## config.mk

```make
export PLATFORM = sky130hd
export DESIGN_NAME = ternary_cmp_seq
export DESIGN_NICKNAME = d
export VERILOG_FILES = /design/src/rtl/ternary_cmp_seq.sv
export SDC_FILE = /design/constraint.sdc
export NUM_CORES = 1
export LEC_CHECK = 0
export BUFFER_PORTS_ARGS = -buffer_cell sky130_fd_sc_hd__buf_4
export CAP_MARGIN = 15
export CORE_AREA = 2 2 70 72
export DETAILED_ROUTE_END_ITERATION = 6
export DIE_AREA = 0 0 72 74
export PLACE_DENSITY_LB_ADDON = 0.25
export SLEW_MARGIN = 20
export SYNTH_ARGS = -nofsm -noshare
export SYNTH_HDL_FRONTEND = slang
export SYNTH_SLANG_ARGS = --single-unit
```

## constraint.sdc

```tcl
create_clock -name I_clk -period 2.26 [get_ports I_clk]
set_input_delay 0 -clock I_clk [delete_from_list [all_inputs] [get_ports I_clk]]
set_output_delay 0 -clock I_clk [all_outputs]
set_load 0.005 [all_outputs]
```

## src/rtl/ternary_cmp_seq.sv

```systemverilog
// ternary_cmp_seq: sequential balanced-ternary magnitude comparator with min/max select and early exit
module ternary_cmp_seq #(
  parameter int TRITS      = 3,
  parameter int TPC        = 1,
  parameter int EARLY_EXIT = 0
) (
  input  logic               I_clk,
  input  logic               I_rst,
  input  logic               I_valid,
  output logic               O_ready,
  input  logic [2*TRITS-1:0] I_a,
  input  logic [2*TRITS-1:0] I_b,
  input  logic [1:0]         I_mode,
  output logic               O_valid,
  input  logic               I_ready,
  output logic [1:0]         O_res,
  output logic [2*TRITS-1:0] O_sel,
  output logic               O_err
);
  localparam int C  = TRITS / TPC;
  localparam int IW = (C > 1) ? $clog2(C) : 1;
  localparam int CW = 2 * TPC;
  typedef enum logic [1:0] {IDLE, SCAN, DONE} state_t;
  state_t             state_q, state_d;
  logic [2*TRITS-1:0] a_q, b_q, sel_d;
  logic [1:0]         mode_q, c_res, res_d;
  logic [IW-1:0]      idx_q;
  logic               dec_q, c_err, c_dec, scan_end;
  logic [CW-1:0]      ca, cb;
  // Ordering -1 < 0 < +1 mapped onto an unsigned rank so trits compare directly.
  function automatic logic [1:0] rank(input logic [1:0] t);
    return (t == 2'b01) ? 2'd2 : (t == 2'b00) ? 2'd1 : 2'd0;
  endfunction
  assign ca = a_q[idx_q*CW +: CW];
  assign cb = b_q[idx_q*CW +: CW];
  // Evaluate the current chunk MS trit first: error anywhere, first differing pair decides.
  always_comb begin
    c_err = 1'b0;
    c_dec = 1'b0;
    c_res = 2'b00;
    for (int j = TPC - 1; j >= 0; j--) begin
      c_err = c_err | (&ca[2*j +: 2]) | (&cb[2*j +: 2]);
      if (!c_dec && ca[2*j +: 2] != cb[2*j +: 2]) begin
        c_dec = 1'b1;
        c_res = (rank(ca[2*j +: 2]) > rank(cb[2*j +: 2])) ? 2'b01 : 2'b10;
      end
    end
  end
  // Running result: an error overrides everything, an earlier decision is never replaced.
  always_comb begin
    res_d    = c_err ? 2'b11 : dec_q ? O_res : c_dec ? c_res : 2'b00;
    sel_d    = c_err ? '0
             : (mode_q == 2'b01) ? ((res_d == 2'b01) ? b_q : a_q)
             : (mode_q == 2'b10) ? ((res_d == 2'b10) ? b_q : a_q)
             : a_q;
    scan_end = c_err | ((EARLY_EXIT != 0) & (dec_q | c_dec)) | (idx_q == '0);
  end
  // Next-state logic for the IDLE -> SCAN -> DONE handshake sequence.
  always_comb begin
    state_d = state_q;
    state_d = (state_q == IDLE) ? (I_valid ? SCAN : IDLE)
            : (state_q == SCAN) ? (scan_end ? DONE : SCAN)
            : (I_ready ? IDLE : DONE);
  end
  // State register; reset drops any transaction in flight.
  always_ff @(posedge I_clk or negedge I_rst) begin
    if (!I_rst) state_q <= IDLE;
    else        state_q <= state_d;
  end
  // Operand capture on accept, then per-chunk result accumulation while scanning.
  always_ff @(posedge I_clk or negedge I_rst) begin
    if (!I_rst) begin
      a_q    <= '0;
      b_q    <= '0;
      mode_q <= '0;
      idx_q  <= '0;
      dec_q  <= 1'b0;
      O_res  <= '0;
      O_sel  <= '0;
      O_err  <= 1'b0;
    end else if (state_q == IDLE && I_valid) begin
      a_q    <= I_a;
      b_q    <= I_b;
      mode_q <= I_mode;
      idx_q  <= IW'(C - 1);
      dec_q  <= 1'b0;
      O_res  <= '0;
      O_sel  <= '0;
      O_err  <= 1'b0;
    end else if (state_q == SCAN) begin
      O_res  <= res_d;
      O_sel  <= sel_d;
      O_err  <= c_err;
      dec_q  <= dec_q | c_dec;
      idx_q  <= idx_q - 1'b1;
    end
  end
  assign O_ready = I_rst & (state_q == IDLE);
  assign O_valid = (state_q == DONE);
endmodule

```

=== Word-level counts from Yosys, hierarchy flattened ===
Index checks and enable logic that the tools add are counted.

* Input bits: 18
* Word-level logic and storage cells: 64
* Memory bits (read-only): 0
* Bits in latches: 0
* Register bits: 28
* RAM bits: 0
* Output and inout bits: 11
* Memories kept: 0

* Div/mod/pow operators: 0
* Shift-type cells: 2
* Reductions and logical operators: 8
* Add/sub/neg operators: 1
* Equal/unequal tests: 9
* Mux-type cells: 30
* Multipliers: 0
* Order comparisons: 1
* Bitwise logic cells: 4

{| class="wikitable"
|+ Operators by type and width
! operator !! count
|-
| $mux 6 || 7
|-
| $mux 2 || 15
|-
| $shiftx 6x4->2 || 2
|-
| $eq 2x1->1 const B || 5
|-
| $logic_not 2->1 || 4
|-
| $mux 1 || 8
|-
| $eq 2x2->1 const B || 3
|-
| $reduce_and 2->1 || 2
|-
| $or 1x1->1 || 3
|-
| $gt 2x2->1 || 1
|-
| $ne 2x2->1 || 1
|-
| $reduce_bool 2->1 || 1
|-
| $sub 2x1->2 const B || 1
|-
| $and 1x1->1 || 1
|-
| $logic_and 1x1->1 || 1
|}

=== Logic depth before layout (Yosys ltp) ===
Gate-level depths: netlist of run 1.

* Depth after elaboration: 17
* Gate-level depth with buffers: 12
* Mapped depth without buffers: 10

=== Worst setup path after synthesis of run 1 ===
No wires, ideal clock.

* Path type: register to register
* Start point: reg idx_q[1]
* End point: reg O_sel[0]
* Arrival: 2383 ps
* Buffers on the path: 2
* Library setup time: 132 ps
* Required time: 2128 ps
* Period minus slack after synthesis: 2515 ps
* Setup slack: -255 ps
* Stages on the path, launching flop included: 13
* Path through: dfrtp_1 -> buf_6 -> mux2i_1 -> o2bb2ai_2 -> or2b_1 -> ha_1 -> nor2b_1 -> o21ai_1 -> mux2i_1 -> a211o_1 -> buf_6 -> nand4_1 -> o211ai_2

* Cells in the longest elaborated chain, start to end: 17
* Elaborated cells between the ends (all ways): 30
* Classes of those cells: order compare (1); eq/ne (5); shift (2); mux (17); bitwise (1); reduce/logical (4)

{| class="wikitable"
|+ RTL lines
! item !! RTL line !! text
|-
| start, declared || 27 || <nowiki>logic [IW-1:0] idx_q;</nowiki>
|-
| start signal, assigned || 85 || <nowiki>idx_q <= IW'(C - 1);</nowiki>
|-
| start signal, assigned || 95 || <nowiki>idx_q <= idx_q - 1'b1;</nowiki>
|-
| $shiftx 6x4->2 (on tied branches) || 34, 35 ||
|-
| $logic_not 2->1 || 32 || <nowiki>return (t == 2'b01) ? 2'd2 : (t == 2'b00) ? 2'd1 : 2'd0;</nowiki>
|-
| $mux 1 || 32 ||
|-
| $mux 2 || 32 ||
|-
| $gt 2x2->1 || 45 || <nowiki>c_res = (rank(ca[2*j +: 2]) > rank(cb[2*j +: 2])) ? 2'b01 : 2'b10;</nowiki>
|-
| $mux 2 || 45 ||
|-
| $mux 2 || 43 || <nowiki>if (!c_dec && ca[2*j +: 2] != cb[2*j +: 2]) begin</nowiki>
|-
| $mux 2 (3 in series) || 51 || <nowiki>res_d = c_err ? 2'b11 : dec_q ? O_res : c_dec ? c_res : 2'b00;</nowiki>
|-
| $eq 2x2->1 || 54 || <nowiki>: (mode_q == 2'b10) ? ((res_d == 2'b10) ? b_q : a_q)</nowiki>
|-
| $mux 6 (2 in series) || 54 ||
|-
| $mux 6 || 53 || <nowiki>: (mode_q == 2'b01) ? ((res_d == 2'b01) ? b_q : a_q)</nowiki>
|-
| $mux 6 (*) || 52 || <nowiki>sel_d = c_err ? '0</nowiki>
|-
| $mux 6 (*) || 90 || <nowiki>end else if (state_q == SCAN) begin</nowiki>
|-
| $mux 6 (*) || 81 || <nowiki>end else if (state_q == IDLE && I_valid) begin</nowiki>
|-
| end signal, assigned || 92 || <nowiki>O_sel <= sel_d;</nowiki>
|-
| end, declared || 17 || <nowiki>output logic [2*TRITS-1:0] O_sel,</nowiki>
|}

Mark *: on every way between the ends. The rest lies on a longest branch, timed or not. The select of a mux whose other input is x is not followed.
A chain may end at the register's enable or synchronous reset.

=== Worst setup path after layout of run 1 ===
* Start point: reg idx_q[1]
* End point: reg O_sel[4]

The elaborated chain is that of the path after synthesis.

==> results of run 1 <==
power groups by stage:
stage | clock, mW | sequential [mW] | combinational [mW]
global route | 0.353 | 1.01 | 2.53
finish | 0.315 | 0.980 | 2.30
detailed placement | 0 | 0.974 | 2.06
global placement | 0 | 0.970 | 1.97
floorplan | 0 | 0.893 | 1.44
CTS | 0.325 | 0.980 | 2.16
logic make-up after synthesis:
group           after synthesis
simple gates                 39
compound gates               32
flops                        28
mux                          20
buf+inv                       9
fa+ha+maj                     3
xor+xnor                      2
cells in the final DEF, fill, tap and decap left out, types with 2 or more instances in the layout:
master	n
a211o_2	2
a22o_1	3
a32oi_1	6
and2_1	2
and3b_1	2
buf_4	44
clkbuf_8	4
dfrtp_1	27
dlygate4sd3_1	16
ha_4	2
inv_1	2
mux2_1	5
mux2_2	9
mux2i_1	3
mux2i_2	3
nand2_1	11
nand2b_1	4
nand4_1	6
nor2_1	4
nor2b_1	4
nor2b_4	3
o211ai_2	6
o21ai_1	2
o21bai_1	2
o22ai_1	2
o2bb2ai_2	3
xnor2_1	2
what timing repair did:
action	CTS	global route
gates cloned	1	0
buffers inserted	2	0
pin swaps	3	5
resized for setup	5	7
endpoints found under the hold margin	43	0
hold buffers	16	0
endpoints found under the setup margin	8	8
metrics by stage:
stage	instance area, um^2	hold slack, ns
5_1_grt	2230	0.0977
4_1_cts	2190	0.0695
3_3_place_gp	1940	-0.0560
3_5_place_dp	1940	-0.0553
2_1_floorplan	1590	-0.296
6_report	2230	0.0870
path summary, 6_finish.rpt:
kind	cells past startpoint	end	slack (ns)	startpoint
min in group asynchronous	2	O_err	0.17	I_rst
max in group asynchronous	2	idx_q[1]	1.80	I_rst
worst min register to register	1	mode_q[0]	0.53	mode_q[0]
worst max register to register	10	O_sel[4]	-0.18	idx_q[1]
worst min-delay path	3	state_q[0]	0.09	I_valid
worst max-delay path	10	O_sel[4]	-0.18	idx_q[1]
flip-flops by register name, summed over array words and instances (netlist names):
signal / count
b_q: 6
O_err: 1
O_res: 2
idx_q: 2
mode_q: 2
dec_q: 1
a_q: 6
state_q: 2
O_sel: 6
cell usage after synthesis, types with 2 or more instances:
master | n | area (um^2)
dfrtp_1 | 28 | 701
nand2_1 | 11 | 41.3
mux2_2 | 9 | 101
a32oi_1 | 6 | 52.6
mux2i_1 | 6 | 60.1
nand4_1 | 6 | 37.5
nor2b_1 | 6 | 37.5
o211ai_2 | 6 | 75.1
mux2_1 | 5 | 56.3
buf_6 | 4 | 45.0
nand2b_1 | 4 | 25.0
nor2_1 | 4 | 15.0
o2bb2ai_2 | 4 | 60.1
a22o_1 | 3 | 26.3
ha_1 | 3 | 37.5
o21ai_1 | 3 | 15.0
and2_1 | 2 | 12.5
and3b_1 | 2 | 17.5
inv_1 | 2 | 7.51
o21bai_1 | 2 | 15.0
o22ai_1 | 2 | 12.5
xnor2_1 | 2 | 17.5
cell type report:
class	instances	area, um^2	share of cell area, %
sequential	28	702	31.4
inverter	2	7.51	0.336
timing repair buffer	62	522	23.3
multi-input combinational	97	881	39.4
clock buffer	4	55.1	2.46
tap	54	67.6	3.02
per-layer routing:
| metal | vias up | part of all wire [%] | track usage [%] |
|---|---|---|---|
| met5 | - | 0 | 0 |
| met4 | 0 | 2.0 | 7.34 |
| met3 | 9 | 3.9 | 2.44 |
| met2 | 33 | 50 | 27.7 |
| met1 | 647 | 44 | 20.0 |
| li1 | 621 | - | - |
worst max-delay path: cells and delay by family (launching register included):
family,cells,cell delay (ns)
AND/OR/NAND/NOR,4,0.76
AO/OA/AOI/OAI,4,0.64
flip-flops,1,0.50
adder cells (fa/ha/maj),1,0.28
multiplexers,1,0.15
==> metrics.md, run 1 <==
| Metric | Value |
|---|---|
| Sequential-to-total area share from yosys stat | ~45% |
| TritonCTS buffer count | 3 |
| IO Pins | 29 |
| Slew HR | between 50% and 60% |
| Fill cells | between 400 and 500 |
| LEAKAGE | a little under 1 nW |
| Post-synthesis simple-gate area fraction | 14.1% |
| Net Count, Synth | about 150 |
| Layout Nets | 215 |
| Clock network fraction of total power | under 10% |
| Gr usage total | 16.0% |
| Cell variety after synth | 35 |
| DRC viols | 0 |
| Detail Placement HPWL | approximately 2800 um |
| # setup viols final | 6 |
| Fin util | between 40% and 50% |
| Hold Path Class | input port to flip-flop |
| Via count | approximately 1300 |
| Final Max Slew Viols | 0 |
| Post-synthesis compound-gate area fraction | 19.5% |
| PwrDens | about 1600 mW/mm^2 |
| Logic pwr share | ~64% |
| Initial drt markers | 58 |
| Main combinational cell family by area after synthesis | compound AO/OA/AOI/OAI gates |
| Syn Std Cell Area | 0.00157 mm^2 |
| Adder-cell area share of the yosys netlist | 2.39% |
| Critical path type | flip-flop to flip-flop |
| Critical Path AT | ~2.6 ns |
| CP Cell Sequence | nor2b_4 > o2bb2ai_4 > or2b_1 > ha_4 > nor2b_4 > o21ai_2 > mux2i_1 > a211o_2 > nand4_1 > o211ai_2 |
| Failing checks | setup timing |
| Peak VDD IR | 0.555 mV |
| DRT Pass-1 Iters | 4 |
| Most numerous cell on the critical path | nor2b_4 |
| Crit-path slowest cell | dfrtp_2 |
| CTS Root Cell | clkbuf_8 |
| Placed insts | between 200 and 250 |
| Routability cong. | just over 0.8 |
| WP data required | 2.42 ns |
| Critical path capture point type | flip-flop |
| Clk_lat worst skew | roughly 0.28 ns |
| Place WS | -0.460 ns |
| Worst Path Max Fanout | 6 |
| Post-DRT Antenna Nets | 0 |
| Die Area | 0.00533 mm^2 |
| Worst Slack Setup Final | -0.179 ns |
| Multiplexer share of the synthesized area | around 14% |
| Largest net degree at the start of global routing | 30 |
| Wirelength per Cell | approximately 16 um |
| Die H | around 74 um |
| Primary FF master, synth | dfrtp_1 |
| Synthesized flop and latch total | 28 |
| Port Buf Inserts | 28 |
| Status | finished with violations |
| Fraction of layout cells with a size suffix above 1 | between 40% and 50% |
| P&R area growth vs syn | 42.4% |
| Initial antenna violation count | 0 |
| Seq pwr share | a little over a quarter |
| Setup_tns | -0.956 ns |
| TritonCTS clock tree | yes |
| Startpoint Class | flip-flop |
| Slowest stage delay, CP | 0.50 ns |
| RSZ-0062 raised after global routing | yes |
| Clock Path Buffers | 2 |
| Post-Layout Cell Count | approximately 250 |
| Starting Density | 34.1% |
| Highest Clock Rate | 410 MHz |
| Diodes inserted | 0 |
| Htree depth | 1 |
| Final WL | roughly 3900 um |
| Vias per cell | approximately 5.3 |
| First-pass GRT wire length | between 6000 and 7000 um |
| Number of synthesized flops with an enable pin | 0 |
| Internal Pwr Total | around 2.1 mW |
| Congestion Overflow GR | 0 |
| Vias in the first global route | between 1000 and 1500 |
| Ys Warns | 0 |
| Core ar. | approximately 0.0046 mm^2 |
| Total power | between 3 and 4 mW |
| XOR/XNOR Fraction of Synth Area | 1.12% |
| Tcrit/Tclk final | 108% |
| Final clock skew | roughly 0.0016 ns |
| Hold Violations, Final | 0 |
| Clock-pin transition on the worst setup and hold timing paths | approximately 0.09 ns |
| Max Cap Violations | 0 |
| Avg Inst Size Synth | about 12 um^2 |
| Die extent in x | 72 um |
| Worst-Margin Slew | just under 0.7 ns |
| Period minus WS final | approximately 2.4 ns |
| Clock sinks | 28 |
| Synth Instances | 133 |
| Site Rows | 25 |
| FFs w/ async S/R, synth | 100% |
| Total net switching power | roughly 1.5 mW |
| Sw Ratio | 40.9% |
Power figures use the tool's default switching activity.
==> run 2: changes to the inputs <==
--- a/config.mk
+++ b/config.mk
@@ -7,9 +7,9 @@
 export LEC_CHECK = 0
 export BUFFER_PORTS_ARGS = -buffer_cell sky130_fd_sc_hd__buf_4
 export CAP_MARGIN = 15
-export CORE_AREA = 2 2 70 72
+export CORE_AREA = 2 2 60 62
 export DETAILED_ROUTE_END_ITERATION = 6
-export DIE_AREA = 0 0 72 74
+export DIE_AREA = 0 0 62 64
 export PLACE_DENSITY_LB_ADDON = 0.25
 export SLEW_MARGIN = 20
 export SYNTH_ARGS = -nofsm -noshare
==> run 2 against run 1 <==
The flow still finishes with violations (setup timing). Maximum frequency is 1.6% higher. Critical endpoint is now O_sel[5]. Sequential power about the same. Largest cell class unchanged. Die area shrank 26%. Clock-buffer cell count decreased by 1.
==> metrics.md, run 2 (same netlist as run 1, synthesis figures left out) <==
| Metric | Value |
|---|---|
| Crit-path slowest cell | dfrtp_2 |
| Dpl cell area | roughly 0.002 mm^2 |
| CP Cell Sequence | nor2b_4 > o2bb2ai_4 > or2b_1 > ha_4 > nor2b_4 > o21ai_2 > mux2i_2 > a211o_2 > nand4_1 > o211ai_2 |
| LEAKAGE | 0.978 nW |
| PwrDens | ~1600 mW/mm^2 |
| Period minus WS final | around 2.4 ns |
| Total power | between 3 and 4 mW |
| Worst-Margin Slew | 0.718 ns |
| Diodes inserted | 0 |
| Layout Nets | between 200 and 250 |
| Fraction of layout cells with a size suffix above 1 | between 40% and 50% |
| Clock Path Buffers | 2 |
| Place WS | -0.443 ns |
| Hold Violations, Final | 0 |
| Post-Layout Cell Count | 241 |
| DRC viols | 0 |
| Slowest stage delay, CP | 0.52 ns |
| Final Max Slew Viols | 0 |
| Initial drt markers | between 60 and 70 |
| Clock-pin transition on the worst setup and hold timing paths | 0.14 ns |
| Final instance area | roughly 0.0022 mm^2 |
| Wirelength per Cell | 15.6 um |
| Critical Path AT | 2.62 ns |
| HP Start | I_valid |
| Gr usage total | a little over a fifth |
| Top flop regs | O_sel: 6 flops, a_q: 6 flops, b_q: 6 flops |
| WHS | about 0.013 ns |
| Final clock skew | 0.00702 ns |
| Htree depth | 1 |
| Congestion Overflow GR | 0 |
| Detail Placement HPWL | ~2700 um |
| Failing checks | setup timing |
| Most frequent cells in the layout | buf_4 (49), dfrtp_1 (27), dlygate4sd3_1 (16) |
| Most numerous cell on the critical path | nor2b_4 |
| Hold Path Class | input port to flip-flop |
| Reg2reg setup slack | -0.14 ns |
| Status | finished with violations |
| Vias in the first global route | 1386 |
| Vias per cell | 5.36 |
| Core ar. | ~0.0033 mm^2 |
| Starting Density | between 40% and 50% |
| Highest Clock Rate | between 400 and 500 MHz |
| IO Pins | 29 |
| Site Rows | 21 |
| TritonCTS clock tree | yes |
| RSZ-0062 raised after global routing | yes |
| Placed insts | approximately 220 |
| Fin util | roughly 67% |
| Slew HR | 52.1% |
| Final WL | between 3000 and 4000 um |
| Port Buf Inserts | 28 |
| Largest net degree at the start of global routing | 30 |
| P&R area growth vs syn | 40.6% |
| Worst Path Max Fanout | 6 |
| RR Startpoint | idx_q[1] |
| Setup_tns | -0.795 ns |
| Worst Slack Setup Final | -0.140 ns |
| Tcrit/Tclk final | 106% |
| Die Area | 0.00397 mm^2 |
| Worst path top cell family by delay | simple AND/OR/NAND/NOR gates |
| Clock sinks | 28 |
| Peak VDD IR | about 0.7 mV |
| Routability cong. | 0.784 |
| WP data required | approximately 2.5 ns |
| DRT Pass-1 Iters | 4 |
| TritonCTS buffer count | 3 |
| First-pass GRT wire length | about 6400 um |
| CTS Root Cell | clkbuf_4 |
| Critical path type | flip-flop to flip-flop |
| # setup viols final | 7 |
| Clk_lat worst skew | approximately 0.33 ns |
| Startpoint Class | flip-flop |
| Initial antenna violation count | 0 |
| Leading cell type in the layout, fill and taps excluded | buf_4 |
| Post-DRT Antenna Nets | 0 |
| Critical path capture point type | flip-flop |
| Die extent in x | between 60 and 70 um |
| Via count | roughly 1300 |
| Max Cap Violations | 0 |
| Die H | 64 um |
| Worst Setup SP | idx_q[1] |
| Crit path buf inv count | 0 |
run 2: cell types whose count changed in the layout (fill, tap and decap cells not counted):
cell / before / now
clkbuf_8: 4 / 0
buf_12: 1 / 0
mux2i_1: 3 / 1
clkbuf_4: 0 / 3
buf_4: 44 / 49
mux2i_2: 3 / 5
buf_6: 1 / 0
run 2: worst register-to-register path: stages (launching register included):
cell       delay (ns)
dfrtp_2          0.52
nor2b_4          0.21
o2bb2ai_4        0.13
or2b_1           0.27
ha_4             0.28
nor2b_4          0.13
o21ai_2          0.07
mux2i_2          0.16
a211o_2          0.34
nand4_1          0.11
o211ai_2         0.09
run 2: where the power goes:
group,internal (mW),switching [mW]
registers,0.733,0.247
clock network,0.0628,0.147
logic,1.29,1.07
run 2: final cells by class:
class                      instances  area [um^2]
inverter                           2         7.51
sequential                        28          702
timing repair buffer              65          528
multi-input combinational         97          888
tap                               46         57.6
clock buffer                       3         22.5
fill                             257         1080
run 2: worst paths after layout:
path / cells past startpoint / endpoint
worst max-delay path: 10 / O_sel[5]
worst min-delay path: 3 / state_q[0]
worst max register to register: 10 / O_sel[5]
worst min register to register: 2 / O_sel[1]
max in group asynchronous: 2 / idx_q[1]
min in group asynchronous: 2 / dec_q
run 2: what timing repair did:
item | CTS | global route
hold endpoints to repair | 43 | 0
hold buffers | 16 | 0
setup endpoints to repair | 6 | 7
resized for setup | 10 | 3
gates cloned | 1 | 0
pin swaps | 9 | 5
buffers inserted | 1 | 1
run 2: routing by layer:
metal,part of all wire [%],up-vias,track usage (%)
li1,-,629,-
met3,3.6,6,2.83
met2,52,30,35.9
met5,0,-,0
met1,43,626,28.4
met4,1.3,0,6.38
==> run 3: changes to the inputs <==
--- a/config.mk
+++ b/config.mk
@@ -11,6 +11,7 @@
 export DETAILED_ROUTE_END_ITERATION = 6
 export DIE_AREA = 0 0 62 64
 export PLACE_DENSITY_LB_ADDON = 0.25
+export SETUP_SLACK_MARGIN = 0.5
 export SLEW_MARGIN = 20
 export SYNTH_ARGS = -nofsm -noshare
 export SYNTH_HDL_FRONTEND = slang
==> constraint.sdc (replaced) <==
create_clock -name I_clk -period 2.26 [get_ports I_clk]
set_input_delay 0 -clock I_clk [delete_from_list [all_inputs] [get_ports I_clk]]
set_output_delay 0 -clock I_clk [all_outputs]
set_load 0.02 [all_outputs]
==> run 3 against run 2 <==
The run still ends with setup timing left. First-iteration DRC count up 14%. Via count up 0.85%. Global-route usage down 0.32 points. Register-to-register slack worse by 0.03 ns. Maximum frequency down 1.1%. Critical endpoint unchanged. Flip-flop and latch count unchanged. Highest routed layer unchanged. Clock power about the same. Sequential power down 2%. Worst hold slack better by 0.0011 ns. Non-clock buffer count down 1. Final cell count down 0.41%. Largest cell class unchanged.
==> metrics.md, run 3 (same netlist as run 1, synthesis figures left out) <==
| Metric | Value |
|---|---|
| Worst Slack Setup Final | -0.168 ns |
| Congestion Overflow GR | 0 |
| Clock-pin transition on the worst setup and hold timing paths | approximately 0.15 ns |
| Peak VDD IR | 0.767 mV |
| Critical Path AT | about 2.7 ns |
| Clock sinks | 28 |
| Vias per cell | about 5.4 |
| Critical path capture point type | flip-flop |
| Die H | roughly 64 um |
| Min-Delay Endpoint | state_q[0] |
| Worst Path Max Fanout | 6 |
| Hold Path Class | input port to flip-flop |
| Vias in the first global route | ~1300 |
| Area occupied by registers | ~700 um^2 |
| Highest Clock Rate | approximately 410 MHz |
| Wirelength per Cell | approximately 16 um |
| Failing checks | setup timing |
| Port Buf Inserts | 28 |
| Clock Path Buffers | 2 |
| Leading cell type in the layout, fill and taps excluded | buf_4 |
| Via count | around 1300 |
| Fin util | between 60% and 70% |
| Starting Density | 47.8% |
| Setup_tns | -0.939 ns |
| Die Area | roughly 0.0040 mm^2 |
| Post-DRT Antenna Nets | 0 |
| Worst path top cell family by delay | simple AND/OR/NAND/NOR gates |
| Tcrit/Tclk final | 107% |
| TritonCTS buffer count | 3 |
| HP Start | I_valid |
| TritonCTS clock tree | yes |
| R2R cell count | 10 |
| WP data required | ~2.5 ns |
| CP Cell Sequence | nor2b_4 > o2bb2ai_4 > or2b_1 > ha_4 > nor2b_4 > o21ai_2 > mux2i_1 > a211o_2 > nand4_1 > o211ai_2 |
| Core ar. | around 0.0033 mm^2 |
| Status | finished with violations |
| P&R area growth vs syn | 38.7% |
| Period minus WS final | between 2 and 2.5 ns |
| Routability cong. | between 0.7 and 0.8 |
| Fraction of layout cells with a size suffix above 1 | 42.3% |
| Site Rows | 21 |
| DRT Pass-1 Iters | 4 |
| Initial antenna violation count | 0 |
| Max Cap Violations | 0 |
| DRC viols | 0 |
| Top flop regs | O_sel: 6 flops, a_q: 6 flops, b_q: 6 flops |
| Diodes inserted | 0 |
| Crit-path slowest cell | dfrtp_2 |
| RR Startpoint | idx_q[1] |
| Critical path type | flip-flop to flip-flop |
| Htree depth | 1 |
| Slew HR | 52.5% |
| LEAKAGE | between 0.9 and 1 nW |
| Multi-input gate area | about 870 um^2 |
| Slowest stage delay, CP | a little over 0.5 ns |
| Most numerous cell on the critical path | nor2b_4 |
| WHS | between 0.01 and 0.015 ns |
| Fill cells | 264 |
| Layout Nets | approximately 220 |
| RSZ-0062 raised after global routing | yes |
| Startpoint Class | flip-flop |
| Die extent in x | about 62 um |
| Crit path buf inv count | 0 |
| Reg2reg setup slack | -0.17 ns |
| PwrDens | around 1600 mW/mm^2 |
| Gr usage total | between 20% and 30% |
| Hold Path Depth | 3 |
| Initial drt markers | 75 |
| Worst r2r dst | O_sel[5] |
| Final Max Slew Viols | 0 |
| Worst-Margin Slew | between 0.7 and 0.8 ns |
| Clk_lat worst skew | about 0.33 ns |
| # setup viols final | 6 |
| Final WL | 3730 um |
| IO Pins | 29 |
| Critical path depth | 10 |
| Detail Placement HPWL | 2670 um |
| Final clock skew | ~0.002 ns |
| Hold Violations, Final | 0 |
| Largest net degree at the start of global routing | 30 |
| Most frequent cells in the layout | buf_4 (48), dfrtp_1 (27), dlygate4sd3_1 (16) |
| First-pass GRT wire length | ~6200 um |
| CTS Root Cell | clkbuf_4 |
==> run 3: tightest hold or removal path, cell delays in order <==
cell      delay (ns)
buf_4           0.11
nand2b_1        0.12
o22ai_1         0.09
==> run 3: cell type report <==
| cell class | instances | area share [%] |
|---|---|---|
| clock buffers | 3 | 1.04 |
| multi-input cells | 97 | 39.8 |
| flip-flops and latches | 28 | 32.3 |
| inverters | 2 | 0.345 |
| repair buffers | 64 | 23.9 |
| well taps | 46 | 2.65 |
==> run 3: report_power, final <==
group,internal [mW],switching (mW),total (mW)
logic,1.19,1.13,2.32
registers,0.733,0.231,0.963
clock network,0.0628,0.150,0.213
total,1.99,1.51,3.50
==> run 3: worst max path at each step <==
stage,slack (ns),start,endpoint
after global placement,-0.30,idx_q[1],O_sel[4]
after CTS,-0.15,idx_q[1],O_sel[0]
after floorplan,-0.15,idx_q[0],O_sel[2]
after detailed placement,-0.39,idx_q[1],O_sel[0]
after global routing,-0.23,idx_q[1],O_sel[5]
final,-0.17,idx_q[1],O_sel[5]
==> run 3: what timing repair did <==
action / 4_1_cts / 5_1_grt
cloned: 1 / 0
hold buffers: 16 / 0
endpoints found under the hold margin: 43 / 0
buffers inserted: 1 / 0
pin swaps: 9 / 4
resized for setup: 7 / 0
setup endpoints to repair: 9 / 10
==> run 3: stage by stage <==
step / instance area, um^2 / power (mW) / cells / setup slack, ns
after floorplan: 1590 / 2.41 / 133 / -0.152
after global placement: 1940 / 2.99 / 219 / -0.300
after detailed placement: 1940 / 3.07 / 219 / -0.385
after CTS: 2180 / 3.46 / 240 / -0.148
after global routing: 2180 / 3.75 / 240 / -0.235
final: 2180 / 3.50 / 240 / -0.168
==> run 3: metal layers <==
layer  up-vias  global-route usage (%)  part of all wire (%)  wire length, um
met5         -                       0                     0                0
met4         0                    5.59                  0.88               33
met3         4                    3.04                   3.4              127
met2        28                    36.3                    53             1970
met1       648                    27.3                    43             1610
li1        622                       -                     -                -
